`src/rtl/rv_mc_ctrl.sv`:
```
// Multicycle RISC-V control unit: sequences FETCH..WRITE_BACK,
// decodes ALU/mux controls, handles memory waits and traps.
module rv_mc_ctrl #(
    parameter int MEM_TIMEOUT = 15,
    parameter int CNT_W       = 32
) (
    input  logic             clk,
    input  logic             reset,
    input  logic             run,
    input  logic [6:0]       opcode,
    input  logic [2:0]       funct3,
    input  logic             funct7_5,
    input  logic [3:0]       alu_flags,
    input  logic             imem_ready,
    input  logic             dmem_ready,
    output logic             i_mem_re,
    output logic             ir_we,
    output logic             d_mem_re,
    output logic             d_mem_we,
    output logic             rf_we,
    output logic             pc_we,
    output logic             pc_src,
    output logic             alu_src,
    output logic [1:0]       rf_src,
    output logic [3:0]       alu_cmd,
    output logic [2:0]       state,
    output logic             trap,
    output logic             trap_cause,
    output logic [CNT_W-1:0] instret
);

    typedef enum logic [2:0] {
        S_IDLE   = 3'd0,
        S_FETCH  = 3'd1,
        S_DECODE = 3'd2,
        S_EXEC   = 3'd3,
        S_MEM    = 3'd4,
        S_WB     = 3'd5,
        S_TRAP   = 3'd6
    } state_t;

    localparam logic [6:0] OP_R   = 7'b0110011;
    localparam logic [6:0] OP_I   = 7'b0010011;
    localparam logic [6:0] OP_LD  = 7'b0000011;
    localparam logic [6:0] OP_ST  = 7'b0100011;
    localparam logic [6:0] OP_BR  = 7'b1100011;
    localparam logic [6:0] OP_JAL = 7'b1101111;
    localparam logic [6:0] OP_LUI = 7'b0110111;

    localparam logic [3:0] A_ADD   = 4'b0000;
    localparam logic [3:0] A_SUB   = 4'b0001;
    localparam logic [3:0] A_AND   = 4'b0010;
    localparam logic [3:0] A_OR    = 4'b0011;
    localparam logic [3:0] A_XOR   = 4'b0100;
    localparam logic [3:0] A_SLT   = 4'b0101;
    localparam logic [3:0] A_SLTU  = 4'b0110;
    localparam logic [3:0] A_SLL   = 4'b0111;
    localparam logic [3:0] A_SRL   = 4'b1000;
    localparam logic [3:0] A_SRA   = 4'b1001;
    localparam logic [3:0] A_PASSB = 4'b1010;

    state_t           st_q;
    state_t           st_d;
    logic [7:0]       wait_q;
    logic [6:0]       op_q;
    logic [2:0]       f3_q;
    logic             f75_q;
    logic             taken_q;
    logic             trap_q;
    logic             cause_q;
    logic [CNT_W-1:0] ret_q;

    logic       set_trap;
    logic       set_cause;
    logic       legal;
    logic       wait_hit;
    logic       stalled;
    logic       br_cond;
    logic [3:0] cmd_dec;

    logic is_r, is_i, is_ld, is_st;
    logic is_br, is_jal, is_lui;

    assign is_r   = (op_q == OP_R);
    assign is_i   = (op_q == OP_I);
    assign is_ld  = (op_q == OP_LD);
    assign is_st  = (op_q == OP_ST);
    assign is_br  = (op_q == OP_BR);
    assign is_jal = (op_q == OP_JAL);
    assign is_lui = (op_q == OP_LUI);

    // Legality is judged on the live IR fields while in DECODE.
    assign legal = (opcode == OP_R)  || (opcode == OP_I)
                || (opcode == OP_LD) || (opcode == OP_ST)
                || (opcode == OP_JAL) || (opcode == OP_LUI)
                || ((opcode == OP_BR) && (funct3[2:1] != 2'b01));

    assign wait_hit = (wait_q == 8'(MEM_TIMEOUT));
    assign stalled  = ((st_q == S_FETCH) && !imem_ready)
                   || ((st_q == S_MEM) && !dmem_ready);

    always_comb begin
        st_d      = st_q;
        set_trap  = 1'b0;
        set_cause = 1'b0;
        unique case (st_q)
            S_IDLE:   if (run) st_d = S_FETCH;
            S_FETCH: begin
                if (imem_ready) begin
                    st_d = S_DECODE;
                end else if (wait_hit) begin
                    st_d      = S_TRAP;
                    set_trap  = 1'b1;
                    set_cause = 1'b1;
                end
            end
            S_DECODE: begin
                if (legal) begin
                    st_d = S_EXEC;
                end else begin
                    st_d     = S_TRAP;
                    set_trap = 1'b1;
                end
            end
            S_EXEC:   st_d = (is_ld || is_st) ? S_MEM : S_WB;
            S_MEM: begin
                if (dmem_ready) begin
                    st_d = S_WB;
                end else if (wait_hit) begin
                    st_d      = S_TRAP;
                    set_trap  = 1'b1;
                    set_cause = 1'b1;
                end
            end
            S_WB:     st_d = S_FETCH;
            S_TRAP:   st_d = S_TRAP;
            default:  st_d = S_IDLE;
        endcase
    end

    // Flags order is {C, V, N, Z}.
    always_comb begin
        br_cond = 1'b0;
        case (f3_q)
            3'b000:  br_cond = alu_flags[0];
            3'b001:  br_cond = !alu_flags[0];
            3'b100:  br_cond = alu_flags[1] ^ alu_flags[2];
            3'b101:  br_cond = !(alu_flags[1] ^ alu_flags[2]);
            3'b110:  br_cond = !alu_flags[3];
            3'b111:  br_cond = alu_flags[3];
            default: br_cond = 1'b0;
        endcase
    end

    always_comb begin
        cmd_dec = A_ADD;
        case (f3_q)
            3'b000:  cmd_dec = (is_r && f75_q) ? A_SUB : A_ADD;
            3'b111:  cmd_dec = A_AND;
            3'b110:  cmd_dec = A_OR;
            3'b100:  cmd_dec = A_XOR;
            3'b010:  cmd_dec = A_SLT;
            3'b011:  cmd_dec = A_SLTU;
            3'b001:  cmd_dec = A_SLL;
            3'b101:  cmd_dec = f75_q ? A_SRA : A_SRL;
            default: cmd_dec = A_ADD;
        endcase
    end

    always_ff @(posedge clk) begin
        if (reset) begin
            st_q    <= S_IDLE;
            wait_q  <= '0;
            op_q    <= '0;
            f3_q    <= '0;
            f75_q   <= 1'b0;
            taken_q <= 1'b0;
            trap_q  <= 1'b0;
            cause_q <= 1'b0;
            ret_q   <= '0;
        end else begin
            st_q <= st_d;
            if (st_d != st_q)
                wait_q <= '0;
            else if (stalled)
                wait_q <= wait_q + 8'd1;
            if (st_q == S_DECODE) begin
                op_q  <= opcode;
                f3_q  <= funct3;
                f75_q <= funct7_5;
            end
            if (st_q == S_EXEC)
                taken_q <= br_cond;
            if (set_trap) begin
                trap_q  <= 1'b1;
                cause_q <= set_cause;
            end
            if (st_q == S_WB)
                ret_q <= ret_q + CNT_W'(1);
        end
    end

    always_comb begin
        i_mem_re = (st_q == S_FETCH);
        ir_we    = (st_q == S_FETCH) && imem_ready;
        d_mem_re = 1'b0;
        d_mem_we = 1'b0;
        rf_we    = 1'b0;
        pc_we    = 1'b0;
        pc_src   = 1'b0;
        alu_src  = 1'b0;
        rf_src   = 2'b00;
        alu_cmd  = A_ADD;
        // Datapath selects stay put from EXECUTE through WRITE_BACK.
        if (st_q == S_EXEC || st_q == S_MEM || st_q == S_WB) begin
            unique case (1'b1)
                is_r:   alu_cmd = cmd_dec;
                is_i: begin
                    alu_cmd = cmd_dec;
                    alu_src = 1'b1;
                end
                is_ld: begin
                    alu_src = 1'b1;
                    rf_src  = 2'b01;
                end
                is_st:  alu_src = 1'b1;
                is_br:  alu_cmd = A_SUB;
                is_jal: rf_src = 2'b10;
                is_lui: begin
                    alu_cmd = A_PASSB;
                    alu_src = 1'b1;
                end
                default: alu_cmd = A_ADD;
            endcase
        end
        if (st_q == S_MEM) begin
            d_mem_re = is_ld;
            d_mem_we = is_st;
        end
        if (st_q == S_WB) begin
            pc_we  = 1'b1;
            pc_src = is_jal || (is_br && taken_q);
            rf_we  = is_r || is_i || is_ld
                  || is_jal || is_lui;
        end
    end

    assign state      = st_q;
    assign trap       = trap_q;
    assign trap_cause = cause_q;
    assign instret    = ret_q;

endmodule

```
`config.mk`:
```
export PLATFORM = sky130hd
export DESIGN_NAME = rv_mc_ctrl
export DESIGN_NICKNAME = d
export VERILOG_FILES = /design/src/rtl/rv_mc_ctrl.sv
export SDC_FILE = /design/constraint.sdc
export NUM_CORES = 1
export LEC_CHECK = 0
export BUFFER_PORTS_ARGS = -buffer_cell sky130_fd_sc_hd__buf_2
export CORE_MARGIN = 8
export CORE_UTILIZATION = 54
export CTS_CLUSTER_DIAMETER = 100
export DETAILED_ROUTE_END_ITERATION = 8
export GPL_ROUTABILITY_DRIVEN = 1
export HOLD_SLACK_MARGIN = 0.15
export PLACE_DENSITY_LB_ADDON = 0.2
export SLEW_MARGIN = 20
export SYNTH_ARGS = -nofsm -noshare
export SYNTH_HDL_FRONTEND = slang
export SYNTH_SLANG_ARGS = --single-unit
```
`constraint.sdc`:
```
create_clock -name clk -period 2.6 [get_ports clk]
set_clock_uncertainty 0.1 [all_clocks]
set_input_delay 0.26 -clock clk [delete_from_list [all_inputs] [get_ports clk]]
set_output_delay 0.26 -clock clk [all_outputs]
set_load 0.02 [all_outputs]
```
# Yosys cells after proc, flatten, opt, wreduce, memory -nomap -nowiden
# Index checks and enable logic that the tools add are counted.
[word_totals]
reg_bits = 57
input_bits = 20
wordCells = 101
[classes]
n_addsub = 2
n_eq_ne = 30
mux = 28
bitwise = 1
n_reduce_logical = 31
[ops]
columns = ["cell", "n"]
rows = [
  ["$eq 7x6->1 const B", 6],
  ["$add 32x1->32 const B", 1],
  ["$pmux 4 s8", 1],
  ["$eq 7x7->1 const B", 4],
  ["$eq 3x3->1 const B", 7],
  ["$pmux 3 s7", 1],
  ["$logic_or 1x1->1", 15],
  ["$mux 3", 5],
  ["$eq 7x2->1 const B", 2],
  ["$eq 7x5->1 const B", 2],
  ["$mux 1", 14],
  ["$eq 3x2->1 const B", 4],
  ["$pmux 4 s3", 1],
  ["$add 8x1->8 const B", 1],
  ["$eq 8x4->1 const B", 1],
  ["$eq 3x1->1 const B", 2],
  ["$logic_and 1x1->1", 6],
  ["$logic_not 3->1", 2],
  ["$pmux 1 s6", 1],
  ["$logic_not 1->1", 5],
  ["$mux 4", 1],
  ["$pmux 2 s2", 1],
  ["$reduce_or 2->1", 2],
  ["$reduce_or 4->1", 1],
  ["6 further kinds", 6],
]

# Depth between registers and ports, before layout
# Gate-level depths: netlist (run 1).
[logic_depth]
depth_word = 11
mapped_depth = 8
depth_no_buf = 6

# Worst setup path after synthesis (run 1)
# Ideal clock, no wire load.
[synth_path]
kind = "register to output"
start = "register st_q[1], in the netlist state[1]"
end = "output alu_cmd[0]"
arrival_time_ps = 2299
setup_slack_ps = -59
stages_incl_launch_ff = 6
path_buffers = 2
path_cell_list = "dfxtp_1 -> clkbuf_1 -> clkbuf_1 -> a21oi_1 -> nand2b_1 -> a2111oi_0"
[synth_between]
elab_chain_cells = 4
elab_cells_between_ends = 6
[synth_lines]
columns = ["item", "line_no", "text"]
rows = [
  ["start: declaration", "62", "state_t st_q;"],
  ["start signal: assignment", "182", "st_q <= st_d;"],
  ["$eq 3x2->1 or $eq 3x3->1 (tied branches)", "215", "if (st_q == S_EXEC || st_q == S_MEM || st_q == S_WB) begin"],
  ["$logic_or 1x1->1", "215", ""],
  ["$logic_or 1x1->1 (*)", "215", ""],
  ["$mux 4 (*)", "215", ""],
  ["end: declaration", "25", "output logic [3:0] alu_cmd,"],
]
# Mark *: on every way between the ends. The rest lies on a longest branch, timed or not.

# Final worst setup path (run 1)
[layout_path]
start = "register st_q[0], in the netlist state[0]"
end = "output alu_cmd[0]"
# Same word-level chain as after synthesis.

==> metrics.txt, run 1 <==
# TYPE chip_impl_metric gauge
chip_impl_metric{name="timing.fmax",unit="MHz"} 420
chip_impl_metric{name="routed-via-count",unit=""} 2824
chip_impl_metric{name="worst_pin_slew",unit="ps"} 565
chip_impl_metric{name="floorplan.die.height",unit="um"} 90.6
chip_impl_metric{name="postSynthRegisterBits",unit=""} 57
chip_impl_info{name="outcome",value="complete, no violations"} 1
chip_impl_metric{name="design.portCount",unit=""} 71
chip_impl_metric{name="grt_first_pass_wirelength",unit="um"} 13100
chip_impl_metric{name="power_per_cell_area",unit="mW/mm^2"} 542
chip_impl_metric{name="place_congestion",unit=""} 0.800
chip_impl_metric{name="dieArea",unit="mm^2"} 0.00820
chip_impl_metric{name="grt_start_max_net_pins",unit=""} 29
chip_impl_metric{name="grt_pass1_vias",unit=""} 2811
chip_impl_metric{name="filler_cell_count",unit=""} 475
chip_impl_metric{name="synthDominantCellAreaShare",unit="%"} 38.0
chip_impl_metric{name="ys_async_sr_fraction",unit="%"} 0
chip_impl_metric{name="fin_crit_sh",unit="%"} 91.5
chip_impl_info{name="synth_flop_cell",value="dfxtp_1"} 1
chip_impl_info{name="setup_repair_after_global_routing_missed_its_margin",value="false"} 1
chip_impl_metric{name="dr_drc_count",unit=""} 0
chip_impl_metric{name="power.share.combinational",unit="%"} 10.9
chip_impl_metric{name="synth_area",unit="mm^2"} 0.00300
chip_impl_metric{name="iter_0_drt_violations",unit=""} 87
chip_impl_metric{name="cts_htree_levels",unit=""} 3
chip_impl_info{name="most_common_library_cell_in_the_layout_ignoring_fill_and_taps",value="buf_2"} 1
chip_impl_metric{name="power.share.clock",unit="%"} 43.1
chip_impl_metric{name="final_area",unit="mm^2"} 0.00372
chip_impl_metric{name="ys_seq_area_share",unit="%"} 38.0
chip_impl_metric{name="worst_ep_arrival_time",unit="ps"} 2020
chip_impl_metric{name="layout-drive-gt1-share",unit="%"} 24.3
chip_impl_metric{name="cts_made_buffers",unit=""} 9
chip_impl_metric{name="avgViaCountPerCell",unit=""} 5.52
chip_impl_info{name="yosys-top-cells-area",value="dfxtp_1 38%, nor2_1 7.6%, xnor2_1 6.4%"} 1
chip_impl_info{name="crit_path_end_kind",value="output port"} 1
chip_impl_metric{name="timing.hold.ws",unit="ps"} 253
chip_impl_metric{name="switching_power",unit="mW"} 0.508
chip_impl_metric{name="cap_violations",unit=""} 0
chip_impl_metric{name="antenna_fix_cells",unit=""} 0
chip_impl_metric{name="area_growth_syn_to_layout",unit="%"} 23.8
chip_impl_info{name="worst-setup-path-type",value="reg -> out"} 1
chip_impl_metric{name="placeableCoreArea",unit="mm^2"} 0.00544
chip_impl_metric{name="dp_slack",unit="ps"} 374
chip_impl_metric{name="clock_pin_slew_of_the_registers_on_the_worst_case_setup_and_hold_paths",unit="ps"} 60
chip_impl_metric{name="sinks_on_the_clock_net",unit=""} 57
chip_impl_info{name="grt_busiest_layer",value="met2"} 1
chip_impl_info{name="cts_root_buffer_type",value="clkbuf_8"} 1
chip_impl_info{name="synth_top_area_cell",value="dfxtp_1"} 1
chip_impl_metric{name="grtUsageTotal",unit="%"} 19.0
chip_impl_info{name="crit_path_start_kind",value="flop"} 1
chip_impl_metric{name="effective_utilization_at_floorplan",unit="%"} 55.2
chip_impl_info{name="hold_class",value="in -> reg"} 1
chip_impl_metric{name="postPlaceCellArea",unit="mm^2"} 0.00340
chip_impl_metric{name="globalRouteOverflowTotal",unit=""} 0
chip_impl_metric{name="setup-tns-final",unit="ps"} 0
chip_impl_metric{name="synth.lib_cells_used.distinct",unit=""} 53
chip_impl_metric{name="mean_syn_cell_area",unit="um^2"} 8.38
chip_impl_info{name="layout.cells.most_common_list",value="70 x buf_2, 61 x nor2_1, 57 x dfxtp_1"} 1
chip_impl_metric{name="swShare",unit="%"} 25.2
chip_impl_metric{name="port_buffers",unit=""} 70
chip_impl_metric{name="routed_wirelength",unit="um"} 7540
chip_impl_metric{name="cts_resized",unit=""} 0
chip_impl_metric{name="slew_viol_final",unit=""} 0
chip_impl_metric{name="layout_min_cycle_time",unit="ps"} 2380
chip_impl_metric{name="edff_count_synth",unit=""} 0
chip_impl_metric{name="postSynthCellCount",unit=""} 358
chip_impl_metric{name="clock_insertion_delay_worst_skew",unit="ps"} 340
chip_impl_metric{name="place_hpwl",unit="um"} 5360
chip_impl_metric{name="ant_nets",unit=""} 0
chip_impl_metric{name="cts_buffer_depth",unit=""} 2
chip_impl_metric{name="worst_ir_drop_vdd",unit="mV"} 0.332
chip_impl_metric{name="synth_fp_nets",unit=""} 380
chip_impl_metric{name="met3_usage",unit="%"} 6.15
chip_impl_metric{name="r2r_slack",unit="ps"} 370
chip_impl_metric{name="ys.warnings.count",unit=""} 0
chip_impl_metric{name="grt_util_met1",unit="%"} 22.6
chip_impl_metric{name="met2_layer_usage_reported_by_global_route",unit="%"} 30.8
chip_impl_metric{name="cts_setup_buffers",unit=""} 0
chip_impl_metric{name="intPower",unit="mW"} 1.51
chip_impl_metric{name="design.final.nets",unit=""} 457
chip_impl_metric{name="power.sequential.fraction",unit="%"} 46.0
chip_impl_metric{name="utilization",unit="%"} 68.3
chip_impl_metric{name="power.leakage",unit="nW"} 1.46
chip_impl_metric{name="final_critical_path_setup_slack",unit="ps"} 221
chip_impl_info{name="tritoncts_clock_tree",value="built"} 1
chip_impl_metric{name="crit_required",unit="ps"} 2240
chip_impl_metric{name="antenna_violations_before_repair",unit=""} 0
chip_impl_metric{name="finalSetupViolCount",unit=""} 0
chip_impl_metric{name="critical_path.max_fanout",unit=""} 17
chip_impl_metric{name="max-slew-margin-rel",unit="%"} 62.1
chip_impl_metric{name="rows",unit=""} 27
chip_impl_metric{name="report.final.hold_viol_count",unit=""} 0
chip_impl_metric{name="detailedRoute.firstPassIterationCount",unit=""} 4
chip_impl_metric{name="die_w",unit="um"} 90.6
chip_impl_metric{name="wl_per_cell",unit="um"} 14.7
## sequential cells by signal (all words and copies together), names as in the netlist, 3 cells and up
| register | cells |
|---|---|
| instret | 32 |
| wait_q | 8 |
| op_q | 7 |
| f3_q | 3 |
| state | 3 |
## power by group through the flow
stage	logic (mW)	registers [mW]	clock network [mW]
final	0.219	0.927	0.869
after global routing	0.242	0.932	0.929
after CTS	0.219	0.926	0.888
after detailed placement	0.205	0.946	0
after global placement	0.202	0.944	0
after floorplan	0.153	0.929	0
## path summary, 6_finish.rpt
kind                      to  depth (start not counted)       start
hold reg to reg      op_q[1]                          2     op_q[1]
setup / recovery  alu_cmd[0]                          5    state[0]
hold / removal      state[0]                          3  imem_ready
setup reg to reg  instret[9]                          4    state[0]
## layer usage
metal | wire length (um) | up-vias
li1 | - | 1417
met1 | 3360 | 1304
met2 | 3560 | 88
met3 | 476 | 15
met4 | 148 | 0
met5 | 0 | -
## critical path, stage by stage (launching register included)
cell       delay (ps)
dfxtp_1           620
nor2b_1           230
a21oi_1           120
nand2b_1          230
a2111oi_1         270
buf_2             230
## synth_stat cells (6+ instances only)
| master | instances |
|---|---|
| a21oi_1 | 11 |
| a31oi_1 | 6 |
| clkbuf_1 | 18 |
| dfxtp_1 | 57 |
| mux2i_1 | 14 |
| nand2_1 | 22 |
| nand3_1 | 14 |
| nand4_1 | 12 |
| nor2_1 | 61 |
| nor2b_1 | 7 |
| nor3_1 | 19 |
| o21ai_0 | 9 |
| xnor2_1 | 22 |
| xor2_1 | 19 |
## cell type report
class | instances | area (um^2) | share of cell area [%]
tap | 72 | 90.1 | 2.42
clock inverter | 2 | 35.0 | 0.942
inverter | 5 | 18.8 | 0.505
timing repair buffer | 87 | 505 | 13.6
multi-input combinational | 275 | 1750 | 47.2
clock buffer | 14 | 173 | 4.64
sequential | 57 | 1140 | 30.7
## cell families after synthesis
kind of cell,count (synthesis),synth area share (%)
muxes,15,5.04
AOI/OAI and AO/OA,42,8.96
DFF,57,38.0
xor gates and xnor gates,41,12.0
buffers and inverters,26,3.58
adders and majority gates,2,0.834
and+or+nand+nor,175,31.6
## stage by stage
step,instances,power [mW]
global route,512,2.10
floorplan,358,1.08
global placement,485,1.15
CTS,512,2.03
detailed placement,485,1.15
finish,512,2.02
## what timing repair did
| action | in CTS | in global routing |
|---|---|---|
| setup endpoints to repair | 0 | 0 |
| hold buffers | 11 | 0 |
| hold endpoints to repair | 11 | 0 |
(Power assumes the default switching activity.)
==> run 2: changes to the inputs <==
Settings changed: CELL_PAD_IN_SITES_DETAIL_PLACEMENT set to 1, CELL_PAD_IN_SITES_GLOBAL_PLACEMENT set to 2, CORE_UTILIZATION 54 to 33, CTS_BUF_LIST set to sky130_fd_sc_hd__clkbuf_16.
Clock period 2.6 ns to 2.75 ns, I/O delays scaled along.
==> metrics.txt, run 2 (same netlist as run 1, synthesis figures left out) <==
# TYPE chip_impl_metric gauge
chip_impl_info{name="outcome",value="complete, no violations"} 1
chip_impl_info{name="cpMaxStageDelayCell",value="dfxtp_1"} 1
chip_impl_metric{name="reg2reg_depth",unit=""} 5
chip_impl_metric{name="r2r_slack",unit="ps"} 390
chip_impl_info{name="cts_root_buffer_type",value="clkbuf_16"} 1
chip_impl_metric{name="wl_per_cell",unit="um"} 15.9
chip_impl_metric{name="filler_cell_count",unit=""} 1096
chip_impl_metric{name="postPlaceCellArea",unit="mm^2"} 0.00345
chip_impl_metric{name="max-slew-margin-rel",unit="%"} 58.4
chip_impl_metric{name="place_congestion",unit=""} 0.750
chip_impl_info{name="most_common_library_cell_in_the_layout_ignoring_fill_and_taps",value="buf_2"} 1
chip_impl_metric{name="dieArea",unit="mm^2"} 0.0124
chip_impl_metric{name="critical_path.n_buffers_inverters",unit=""} 1
chip_impl_metric{name="cap_violations",unit=""} 0
chip_impl_metric{name="design.portCount",unit=""} 71
chip_impl_metric{name="iter_0_drt_violations",unit=""} 101
chip_impl_info{name="layout.cells.most_common_list",value="70 x buf_2, 61 x nor2_1, 57 x dfxtp_1"} 1
chip_impl_metric{name="layout-drive-gt1-share",unit="%"} 24.1
chip_impl_metric{name="dp_cells",unit=""} 525
chip_impl_info{name="regToRegStartpoint",value="state[0]"} 1
chip_impl_metric{name="grt_start_max_net_pins",unit=""} 50
chip_impl_info{name="worst-setup-path-type",value="reg -> out"} 1
chip_impl_metric{name="power_per_cell_area",unit="mW/mm^2"} 541
chip_impl_metric{name="sinks_on_the_clock_net",unit=""} 57
chip_impl_metric{name="timing.fmax",unit="MHz"} 403
chip_impl_metric{name="final_critical_path_setup_slack",unit="ps"} 268
chip_impl_metric{name="cts_htree_levels",unit=""} 3
chip_impl_metric{name="finalSetupViolCount",unit=""} 0
chip_impl_info{name="setup_repair_after_global_routing_missed_its_margin",value="false"} 1
chip_impl_metric{name="antenna_violations_before_repair",unit=""} 0
chip_impl_info{name="crit_path_end",value="pc_src"} 1
chip_impl_metric{name="dp_slack",unit="ps"} 414
chip_impl_metric{name="power.leakage",unit="nW"} 1.49
chip_impl_metric{name="area_growth_syn_to_layout",unit="%"} 26.9
chip_impl_metric{name="met3WireLength",unit="um"} 417
chip_impl_metric{name="flip_flop_count_of_the_largest_register_all_copies_and_words_added",unit=""} 32
chip_impl_info{name="tritoncts_clock_tree",value="built"} 1
chip_impl_metric{name="die_w",unit="um"} 111
chip_impl_metric{name="detailedRoute.firstPassIterationCount",unit=""} 4
chip_impl_metric{name="grt_first_pass_wirelength",unit="um"} 14900
chip_impl_metric{name="place_hpwl",unit="um"} 6270
chip_impl_info{name="highest_layer",value="met4"} 1
chip_impl_metric{name="design.final.nets",unit=""} 457
chip_impl_metric{name="report.power.total",unit="mW"} 2.06
chip_impl_metric{name="grt_pass1_vias",unit=""} 2972
chip_impl_metric{name="crit_required",unit="ps"} 2380
chip_impl_metric{name="routed_wirelength",unit="um"} 8790
chip_impl_metric{name="clock_insertion_delay_worst_skew",unit="ps"} 320
chip_impl_metric{name="effective_utilization_at_floorplan",unit="%"} 33.3
chip_impl_metric{name="rows",unit=""} 35
chip_impl_info{name="worst_r2r_endpoint",value="instret[10]"} 1
chip_impl_info{name="worst_setup_path_startpoint",value="state[0]"} 1
chip_impl_metric{name="worst_ep_arrival_time",unit="ps"} 2110
chip_impl_metric{name="post_layout_nonfiller_instances",unit=""} 551
chip_impl_metric{name="slew_viol_final",unit=""} 0
chip_impl_metric{name="layout_min_cycle_time",unit="ps"} 2480
chip_impl_metric{name="wl_met1",unit="um"} 4110
chip_impl_metric{name="report.final.hold_viol_count",unit=""} 0
chip_impl_metric{name="timing.hold.ws",unit="ps"} 167
chip_impl_metric{name="utilization",unit="%"} 42.2
chip_impl_metric{name="port_buffers",unit=""} 70
chip_impl_metric{name="cts_resized",unit=""} 0
chip_impl_metric{name="routed-via-count",unit=""} 2834
chip_impl_metric{name="antenna_fix_cells",unit=""} 0
chip_impl_info{name="cpLargestDelayFamily",value="simple AND/OR/NAND/NOR gates"} 1
chip_impl_metric{name="cpPeakStageDelay",unit="ps"} 610
chip_impl_metric{name="fin_crit_sh",unit="%"} 90.3
chip_impl_metric{name="globalRouteOverflowTotal",unit=""} 0
chip_impl_metric{name="floorplan.die.height",unit="um"} 111
chip_impl_metric{name="placeableCoreArea",unit="mm^2"} 0.00902
chip_impl_metric{name="grtUsageTotal",unit="%"} 14.4
chip_impl_metric{name="cts_made_buffers",unit=""} 9
chip_impl_metric{name="dr_drc_count",unit=""} 0
chip_impl_metric{name="cts_buffer_depth",unit=""} 2
chip_impl_metric{name="clock_pin_slew_of_the_registers_on_the_worst_case_setup_and_hold_paths",unit="ps"} 50
chip_impl_metric{name="ant_nets",unit=""} 0
chip_impl_metric{name="avgViaCountPerCell",unit=""} 5.14
chip_impl_info{name="hold_class",value="in -> reg"} 1
chip_impl_metric{name="worst_ir_drop_vdd",unit="mV"} 0.205
chip_impl_info{name="crit_path_end_kind",value="output port"} 1
chip_impl_info{name="critical_path_cell_sequence",value="and3b_1 -> nand2_1 -> a211oi_1 -> buf_2"} 1
chip_impl_metric{name="route.met2.wl",unit="um"} 4120
chip_impl_metric{name="worst_pin_slew",unit="ps"} 620
chip_impl_metric{name="total_number_of_cells_along_the_worst_setup_path",unit=""} 4
chip_impl_info{name="crit_path_start_kind",value="flop"} 1
chip_impl_metric{name="final_area",unit="mm^2"} 0.00381
chip_impl_metric{name="setup-tns-final",unit="ps"} 0
chip_impl_metric{name="critical_path.max_fanout",unit=""} 17
run 2: cell count changes in the layout (fill, tap and decap cells not counted), sizes merged:
| cell | delta |
|---|---|
| inv | +2 |
| clkinv | +4 |
| dlygate4sd3 | -1 |
| clkbuf | -5 |
| buf | +1 |
| bufinv | -1 |
run 2: power by group:
| part | total [mW] | internal [mW] | leakage [nW] | switching, mW |
|---|---|---|---|---|
| sequential | 0.872 | 0.843 | 0.460 | 0.0296 |
| clock | 0.970 | 0.590 | 0.136 | 0.379 |
| combinational | 0.218 | 0.0915 | 0.893 | 0.126 |
run 2: final cells by class:
cell class	instances	area, um^2	share of cell area [%]
well taps	111	139	3.65
inverters	5	18.8	0.493
multi-input cells	275	1750	46.0
clock buffers	9	225	5.91
clock inverters	7	30.0	0.788
flip-flops and latches	57	1140	30.0
repair buffers	87	503	13.2
run 2: how the worst min path moves through the flow:
stage,slack (ps),from,depth (start not counted),end
6_report,170,opcode[3],3,op_q[3]
5_1_grt,210,opcode[3],3,op_q[3]
4_1_cts,150,opcode[3],3,op_q[3]
3_5_place_dp,390,op_q[1],2,op_q[1]
3_3_place_gp,370,op_q[1],2,op_q[1]
2_1_floorplan,320,opcode[0],2,op_q[0]
run 2: worst register-to-register path, delay by kind of cell, from the launching register on:
family | cells | cell delay, ps
simple gates | 4 | 1360
flops | 1 | 610
xor+xnor | 1 | 150
run 2: routing by layer:
layer / global-route usage (%) / vias up
met5: 0 / -
met2: 23.3 / 50
met3: 5.05 / 13
met1: 17.3 / 1349
li1: - / 1422
met4: 5.24 / 0
run 2: repair_timing:
action | 4_1_cts | 5_1_grt
hold buffers | 10 | 0
endpoints found under the hold margin | 10 | 0
endpoints found under the setup margin | 0 | 0
setup buffers | 0 | 0
